--- config.mk ---
export PLATFORM = sky130hd
export DESIGN_NAME = keypad4x4_scan
export DESIGN_NICKNAME = d
export VERILOG_FILES = /design/src/rtl/keypad_pkg.sv /design/src/rtl/kp_tick_gen.sv /design/src/rtl/keypad4x4_scan.sv
export SDC_FILE = /design/constraint.sdc
export NUM_CORES = 1
export LEC_CHECK = 0
export ABC_AREA = 1
export CORE_MARGIN = 5
export CORE_UTILIZATION = 50
export DETAILED_ROUTE_END_ITERATION = 7
export MAX_ROUTING_LAYER = met4
export PLACE_DENSITY_LB_ADDON = 0.12
export SLEW_MARGIN = 25
export SYNTH_ARGS = -nofsm -noshare
export SYNTH_HDL_FRONTEND = slang
export SYNTH_SLANG_ARGS = --single-unit
--- constraint.sdc ---
create_clock -name clk -period 2.6 [get_ports clk]
set_clock_uncertainty 0.05 [all_clocks]
set_input_delay 0.52 -clock clk [delete_from_list [all_inputs] [get_ports clk]]
set_output_delay 0.52 -clock clk [all_outputs]
set_load 0.03 [all_outputs]
--- src/rtl/keypad_pkg.sv ---
// Shared types, defaults and row-decoding helpers for the 4x4 keypad scanner.
package keypad_pkg;

    localparam int SCAN_DIV_W_DEF = 15;
    localparam int DEBOUNCE_N_DEF = 4;

    typedef enum logic [1:0] {
        ST_SCAN     = 2'd0,
        ST_DEBOUNCE = 2'd1,
        ST_PRESSED  = 2'd2,
        ST_RELEASE  = 2'd3
    } kp_state_e;

    // Ghosting and multi-key presses show up as more than one low row.
    function automatic logic single_low(input logic [3:0] rows);
        return ($countones(~rows) == 1);
    endfunction

    function automatic logic [1:0] low_row_idx(input logic [3:0] rows);
        logic [1:0] idx;
        idx = 2'd0;
        for (int i = 3; i >= 0; i--) begin
            if (!rows[i]) idx = 2'(i);
        end
        return idx;
    endfunction

endpackage

--- src/rtl/kp_tick_gen.sv ---
// Free-running prescaler: one-clk tick each time the counter wraps to zero.
module kp_tick_gen #(
    parameter int WIDTH = 15
) (
    input  logic clk,
    input  logic rstn,
    output logic tick
);

    logic [WIDTH-1:0] cnt_q, cnt_d;
    logic             tick_q, tick_d;

    always_comb begin
        cnt_d  = cnt_q + WIDTH'(1);
        tick_d = (cnt_q == {WIDTH{1'b1}});
    end

    always_ff @(posedge clk or negedge rstn) begin
        if (!rstn) begin
            cnt_q  <= '0;
            tick_q <= 1'b0;
        end else begin
            cnt_q  <= cnt_d;
            tick_q <= tick_d;
        end
    end

    assign tick = tick_q;

endmodule

--- src/rtl/keypad4x4_scan.sv ---
// 4x4 matrix keypad scanner with debounce, single-key acceptance and an
// 8-digit entry shift register. state_dbg mirrors the scan FSM state.
module keypad4x4_scan
    import keypad_pkg::*;
#(
    parameter int SCAN_DIV_W = SCAN_DIV_W_DEF,
    parameter int DEBOUNCE_N = DEBOUNCE_N_DEF
) (
    input  logic        clk,
    input  logic        rstn,
    input  logic [3:0]  row_i,
    output logic [3:0]  col_o,
    input  logic        clr_i,
    output logic        key_valid,
    output logic [3:0]  key_code,
    output logic        key_held,
    output logic [31:0] entry_data,
    output kp_state_e   state_dbg
);

    localparam int DB_W = $clog2(DEBOUNCE_N + 1);

    logic            tick;
    logic [3:0]      sync1_q, rows_s_q;
    kp_state_e       state_q, state_d;
    logic [1:0]      col_idx_q, col_idx_d;
    logic [3:0]      col_o_q, col_o_d;
    logic [3:0]      pat_q, pat_d;
    logic [DB_W-1:0] db_cnt_q, db_cnt_d, db_inc;
    logic            key_valid_q, key_valid_d;
    logic [3:0]      key_code_q, key_code_d;
    logic            key_held_q, key_held_d;
    logic [31:0]     entry_q, entry_d;

    kp_tick_gen #(
        .WIDTH (SCAN_DIV_W)
    ) u_tick (
        .clk  (clk),
        .rstn (rstn),
        .tick (tick)
    );

    always_comb begin
        state_d     = state_q;
        col_idx_d   = col_idx_q;
        pat_d       = pat_q;
        db_cnt_d    = db_cnt_q;
        key_valid_d = 1'b0;
        key_code_d  = key_code_q;
        key_held_d  = key_held_q;
        db_inc      = db_cnt_q + DB_W'(1);

        if (tick) begin
            case (state_q)
                ST_SCAN: begin
                    if (single_low(rows_s_q)) begin
                        pat_d    = rows_s_q;
                        db_cnt_d = DB_W'(1);
                        state_d  = ST_DEBOUNCE;
                    end else begin
                        col_idx_d = col_idx_q + 2'd1;
                    end
                end
                ST_DEBOUNCE: begin
                    if (rows_s_q == pat_q) begin
                        db_cnt_d = db_inc;
                        if (db_inc >= DB_W'(DEBOUNCE_N)) begin
                            state_d     = ST_PRESSED;
                            key_valid_d = 1'b1;
                            key_code_d  = {low_row_idx(pat_q), col_idx_q};
                            key_held_d  = 1'b1;
                        end
                    end else begin
                        state_d   = ST_SCAN;
                        col_idx_d = col_idx_q + 2'd1;
                    end
                end
                ST_PRESSED: begin
                    if (rows_s_q == 4'hF) begin
                        state_d  = ST_RELEASE;
                        db_cnt_d = DB_W'(1);
                    end
                end
                ST_RELEASE: begin
                    if (rows_s_q == 4'hF) begin
                        db_cnt_d = db_inc;
                        if (db_inc >= DB_W'(DEBOUNCE_N)) begin
                            state_d    = ST_SCAN;
                            col_idx_d  = col_idx_q + 2'd1;
                            key_held_d = 1'b0;
                        end
                    end else begin
                        state_d = ST_PRESSED;
                    end
                end
                default: state_d = ST_SCAN;
            endcase
        end

        col_o_d = ~(4'b0001 << col_idx_d);

        // A clear in the same clk as a pulse drops the new code as well.
        entry_d = entry_q;
        if (clr_i) begin
            entry_d = '0;
        end else if (key_valid_q) begin
            entry_d = {entry_q[27:0], key_code_q};
        end
    end

    always_ff @(posedge clk or negedge rstn) begin
        if (!rstn) begin
            sync1_q     <= 4'hF;
            rows_s_q    <= 4'hF;
            state_q     <= ST_SCAN;
            col_idx_q   <= 2'd0;
            col_o_q     <= 4'b1110;
            pat_q       <= 4'hF;
            db_cnt_q    <= '0;
            key_valid_q <= 1'b0;
            key_code_q  <= 4'h0;
            key_held_q  <= 1'b0;
            entry_q     <= '0;
        end else begin
            sync1_q     <= row_i;
            rows_s_q    <= sync1_q;
            state_q     <= state_d;
            col_idx_q   <= col_idx_d;
            col_o_q     <= col_o_d;
            pat_q       <= pat_d;
            db_cnt_q    <= db_cnt_d;
            key_valid_q <= key_valid_d;
            key_code_q  <= key_code_d;
            key_held_q  <= key_held_d;
            entry_q     <= entry_d;
        end
    end

    assign col_o      = col_o_q;
    assign key_valid  = key_valid_q;
    assign key_code   = key_code_q;
    assign key_held   = key_held_q;
    assign entry_data = entry_q;
    assign state_dbg  = state_q;

endmodule

==> results list, run 1 <==
* Status: finished, final reports clean
- After detailed routing, the average wire length per cell comes to 12.5 µm.
- The layout has about 520 filler cells.
- Post-synthesis cell count: approximately 330
- Top-area cell type share of the netlist area: 48.1%
- Detailed placement ended at an HPWL of 4240 µm.
* Most instantiated library cell after synthesis: sky130_fd_sc_hd__nand2_1
- Clock buffers created by TritonCTS: 9
* Mapped Avg Cell Area: 9.66 µm²
- STA classifies the critical path startpoint as a register.
* Register-to-register setup slack: 0.31 ns
* Detailed-route wire length: around 5900 µm
* End point of the most critical hold path: rows_s_q[2]$_DFF_PN1_
* # Max-Cap Violations: 0
- Worst Reg2Reg Path Length in Cells: 12
* Rows: 29
- For this design the total switching power over the nets is 0.000485 W.
* Count of buffers from port buffering: 50
- The congestion estimate from routability-driven global placement came to 0.844.
* Top flip-flop cell by instance count after synthesis: sky130_fd_sc_hd__dfrtp_1
- The initial utilization of the core area, before any placement, comes to 51.1%.
- In the final layout, the multi-input gates occupy 1000 µm².
- Clock Sink Count: 77
- The root buffer cell chosen for the clock tree is sky130_fd_sc_hd__clkbuf_8.
- Yosys cell types: 29
* Global router's overall resource usage: 16.1%
- In this run the critical register-to-register path is launched from rows_s_q[0]$_DFF_PN1_.
- The number of hold violations in the final report was 0.
* Clock tree from TritonCTS: done
- Detail Route met2 WL: 2800 µm
- Registers take 1950 µm².
- Of the available clock period, the critical path in the final layout requires 88.0%.
* Endpoints failing setup: 0
* Fraction of synthesis flops using an asynchronous set or reset pin: 100%
- Required @ worst endpoint: ~2.8 ns
- The number of antenna diodes in the final layout is 0.
- After detailed placement, the total cell area comes to 3820 µm².
- Detail-routed via count per cell: around 4.9
- The critical path is of the register to register type.
- Core Box Area: 6310 µm²
* Endpoint class of the critical path: register
- The share of total power dissipated in the clock network is 43.5%.
* Max FO, Critical Path: 4
* DRC: 0
* Most used standard cells in the synthesized netlist: sky130_fd_sc_hd__nand2_1 (70), sky130_fd_sc_hd__dfrtp_1 (62), sky130_fd_sc_hd__inv_1 (60)
* Number of antenna-violating nets in the routed design: 0
* Maximum root-to-sink buffer count: 2
- Vias in the first global route: 2,277
- Post-CTS clock slew at the launch and capture registers of the worst setup and hold paths: approximately 0.07 ns
- Part of the total power dissipated in combinational logic: 3.6%
- The endpoint identified for the worst register-to-register timing path is state_dbg[1]$_DFFE_PN0P_.
- For this run the aggregate overflow at the end of global routing stands at 0.
- Startpoint of the worst hold path: sync1_q[2]$_DFF_PN1_
- Via count: 2,326
- Number of instances resized during post-cts repair: 0
- #FFs+latches synth: 77
- Switch share: 21.2%
* Internal power component: 0.00181 W
- In this run the post-CTS setup repair buffer count came out at 0.
* Post-synthesis sequential area ratio: 60.3%
- Final layout net count: 404
- Number of antenna violations at the first check in global routing: 0
- First-pass GRT wire length: 10,400 µm
* Static Leak: 1.78 nW
- Total of warnings raised by yosys: 0
* Net count after synthesis: 347
* Worst-Skew Late Latency: 0.35 ns
- Power per cell area: 566 nW/µm²
- Share of post-route cells with drive strength above 1: 13.6%
* Routed length on met1: 2730 µm
- The mapped netlist covers 3230 µm².
* Worst hold path type: register to register
- The first detailed-routing pass ran for 4 iterations.
- Setup repair after global routing left no endpoint under its margin.
- Counting instances, the worst hold path has a depth of 0.
* # IOs: between 50 and 60
- Setup TNS: 0 ns
- The H-tree was split into 3 levels.
- In this run the top signal layer used is met4.
- Detailed Route Iter0 Violations: 66
* EDFF count, synth: 0
- Entering global routing, the biggest net connects 58 pins.
- Slew Limit Headroom: between 60% and 70%
- Across the VDD grid, the largest voltage drop is ~0.00036 V.
- In this run the vertical extent of the chip is between 90 and 100 µm.
* Final critical-path required period: about 2.3 ns
- Max-slew violation total from the final report: 0
- Once layout is done, the placed cells without fillers occupy 4050 µm².
* Part of the total power dissipated in sequential elements: a little over half
- Timing would allow up to 0.437 GHz.
- Cell type with the largest total area after synthesis: sky130_fd_sc_hd__dfrtp_1
- Endpoint arrival time on the critical path: 2.47 ns
* DIE WIDTH: around 90 µm
* Overall die area: between 8000 and 9000 µm²
* Most area-consuming cells after synthesis: sky130_fd_sc_hd__dfrtp_1 (48%), sky130_fd_sc_hd__dfstp_2 (12%), sky130_fd_sc_hd__nand2_1 (8.1%), sky130_fd_sc_hd__inv_1 (7.0%), sky130_fd_sc_hd__o22ai_1 (5.6%)
- At the pin with the least slew margin, the transition time is 0.580 ns.
* Detail Route met3 WL: about 280 µm
* Area grow syn2layout: 25.6%
[logic make-up (layout without fill, tap and decap cells)]
logic type	count (synthesis)	in the layout	synth area share (%)
and+or+nand+nor	117	117	16.2
DFF	77	77	60.3
buffers and inverters	73	135	8.65
AOI/OAI and AO/OA	47	47	8.49
xor gates and xnor gates	14	14	3.80
adders and majority gates	6	6	2.56
[cell type report]
class,count,area share [%]
clock buffer,11,3.49
clock inverter,5,2.04
inverter,66,6.14
multi-input combinational,184,24.7
sequential,77,48.0
tap,77,2.38
timing repair buffer,53,13.2
[state kept, by name (all words and copies together) (netlist names), 2 cells and up]
| register | count |
|---|---|
| col_o | 4 |
| state_dbg | 2 |
| key_code | 4 |
| u_tick.cnt_q | 15 |
| entry_data | 32 |
| pat_q | 4 |
| rows_s_q | 4 |
| sync1_q | 4 |
| db_cnt_q | 3 |
| col_idx_q | 2 |
[cells in the final DEF, fill, tap and decap left out, drive strengths merged, types with 10 or more instances in the layout]
cell,synthesis,layout
clkdlybuf4s50,0,49
o22ai,29,29
nand3,14,14
xor2,10,10
nand2,74,74
clkbuf,4,11
inv,65,66
dfrtp,62,62
nor2,17,17
o21ai,16,16
dfstp,15,15
[per-stage QoR]
step	power [W]	util [%]	hold slack, ns	cells	worst slack, ns
2_1_floorplan	0.00128	-	0.174	334	0.458
3_5_place_dp	0.00132	60.5	0.297	456	0.342
5_1_grt	0.00239	64.2	0.310	473	0.107
3_3_place_gp	0.00132	60.5	0.297	456	0.361
4_1_cts	0.00233	64.2	0.307	473	0.309
6_report	0.00229	64.2	0.305	473	0.313
[per-layer routing]
layer	up-vias	GRT usage (%)
li1	1176	-
met1	1095	20.5
met2	47	24.3
met3	8	3.33
met4	0	8.19
met5	-	-
[how the worst max path moves through the flow]
stage | slack (ns) | cells past startpoint | end | start
2_1_floorplan | 0.46 | 12 | state_dbg[1]$_DFFE_PN0P_ | rows_s_q[0]$_DFF_PN1_
3_3_place_gp | 0.36 | 12 | state_dbg[1]$_DFFE_PN0P_ | rows_s_q[0]$_DFF_PN1_
3_5_place_dp | 0.34 | 12 | state_dbg[0]$_DFFE_PN0P_ | rows_s_q[0]$_DFF_PN1_
4_1_cts | 0.31 | 12 | state_dbg[0]$_DFFE_PN0P_ | rows_s_q[0]$_DFF_PN1_
5_1_grt | 0.11 | 12 | state_dbg[1]$_DFFE_PN0P_ | rows_s_q[0]$_DFF_PN1_
6_report | 0.31 | 12 | state_dbg[1]$_DFFE_PN0P_ | rows_s_q[0]$_DFF_PN1_
[power by group through the flow]
stage / Clock (W) / Combinational (W) / Sequential (W)
detailed placement: 0 / 0.0000823 / 0.00124
finish: 0.000997 / 0.0000816 / 0.00121
global placement: 0 / 0.0000812 / 0.00124
CTS: 0.00103 / 0.0000841 / 0.00121
global route: 0.00108 / 0.0000968 / 0.00121
floorplan: 0 / 0.0000402 / 0.00124
[worst max-delay path, cell delays in order, from the launching register on]
cell                      delay, ns
sky130_fd_sc_hd__dfstp_2       0.39
sky130_fd_sc_hd__fa_1          0.54
sky130_fd_sc_hd__inv_1         0.05
sky130_fd_sc_hd__ha_1          0.17
sky130_fd_sc_hd__ha_1          0.17
sky130_fd_sc_hd__nor2_1        0.20
sky130_fd_sc_hd__nand2_1       0.10
sky130_fd_sc_hd__nand2_1       0.09
sky130_fd_sc_hd__nand2_1       0.05
sky130_fd_sc_hd__nor2_1        0.16
sky130_fd_sc_hd__nand2_1       0.09
sky130_fd_sc_hd__nand2_1       0.06
sky130_fd_sc_hd__nand2_1       0.05
[repair_timing]
item,in CTS,in global routing
hold buffers,1,0
hold endpoints to repair,18,0
endpoints found under the setup margin,0,0
No activity file was read; power rests on OpenSTA's default activity.
==> inputs of run 2 (changes only) <==
TNS_END_PERCENT = 1   (was unset)
==> results of run 2 <==
Same layout as run 1: the final DEF is identical, and so are final timing and power.
==> inputs of run 3 (changes only) <==
CAP_MARGIN = 20   (was unset)
==> results of run 3 <==
Same layout as run 1: the final DEF is identical, and so are final timing and power.
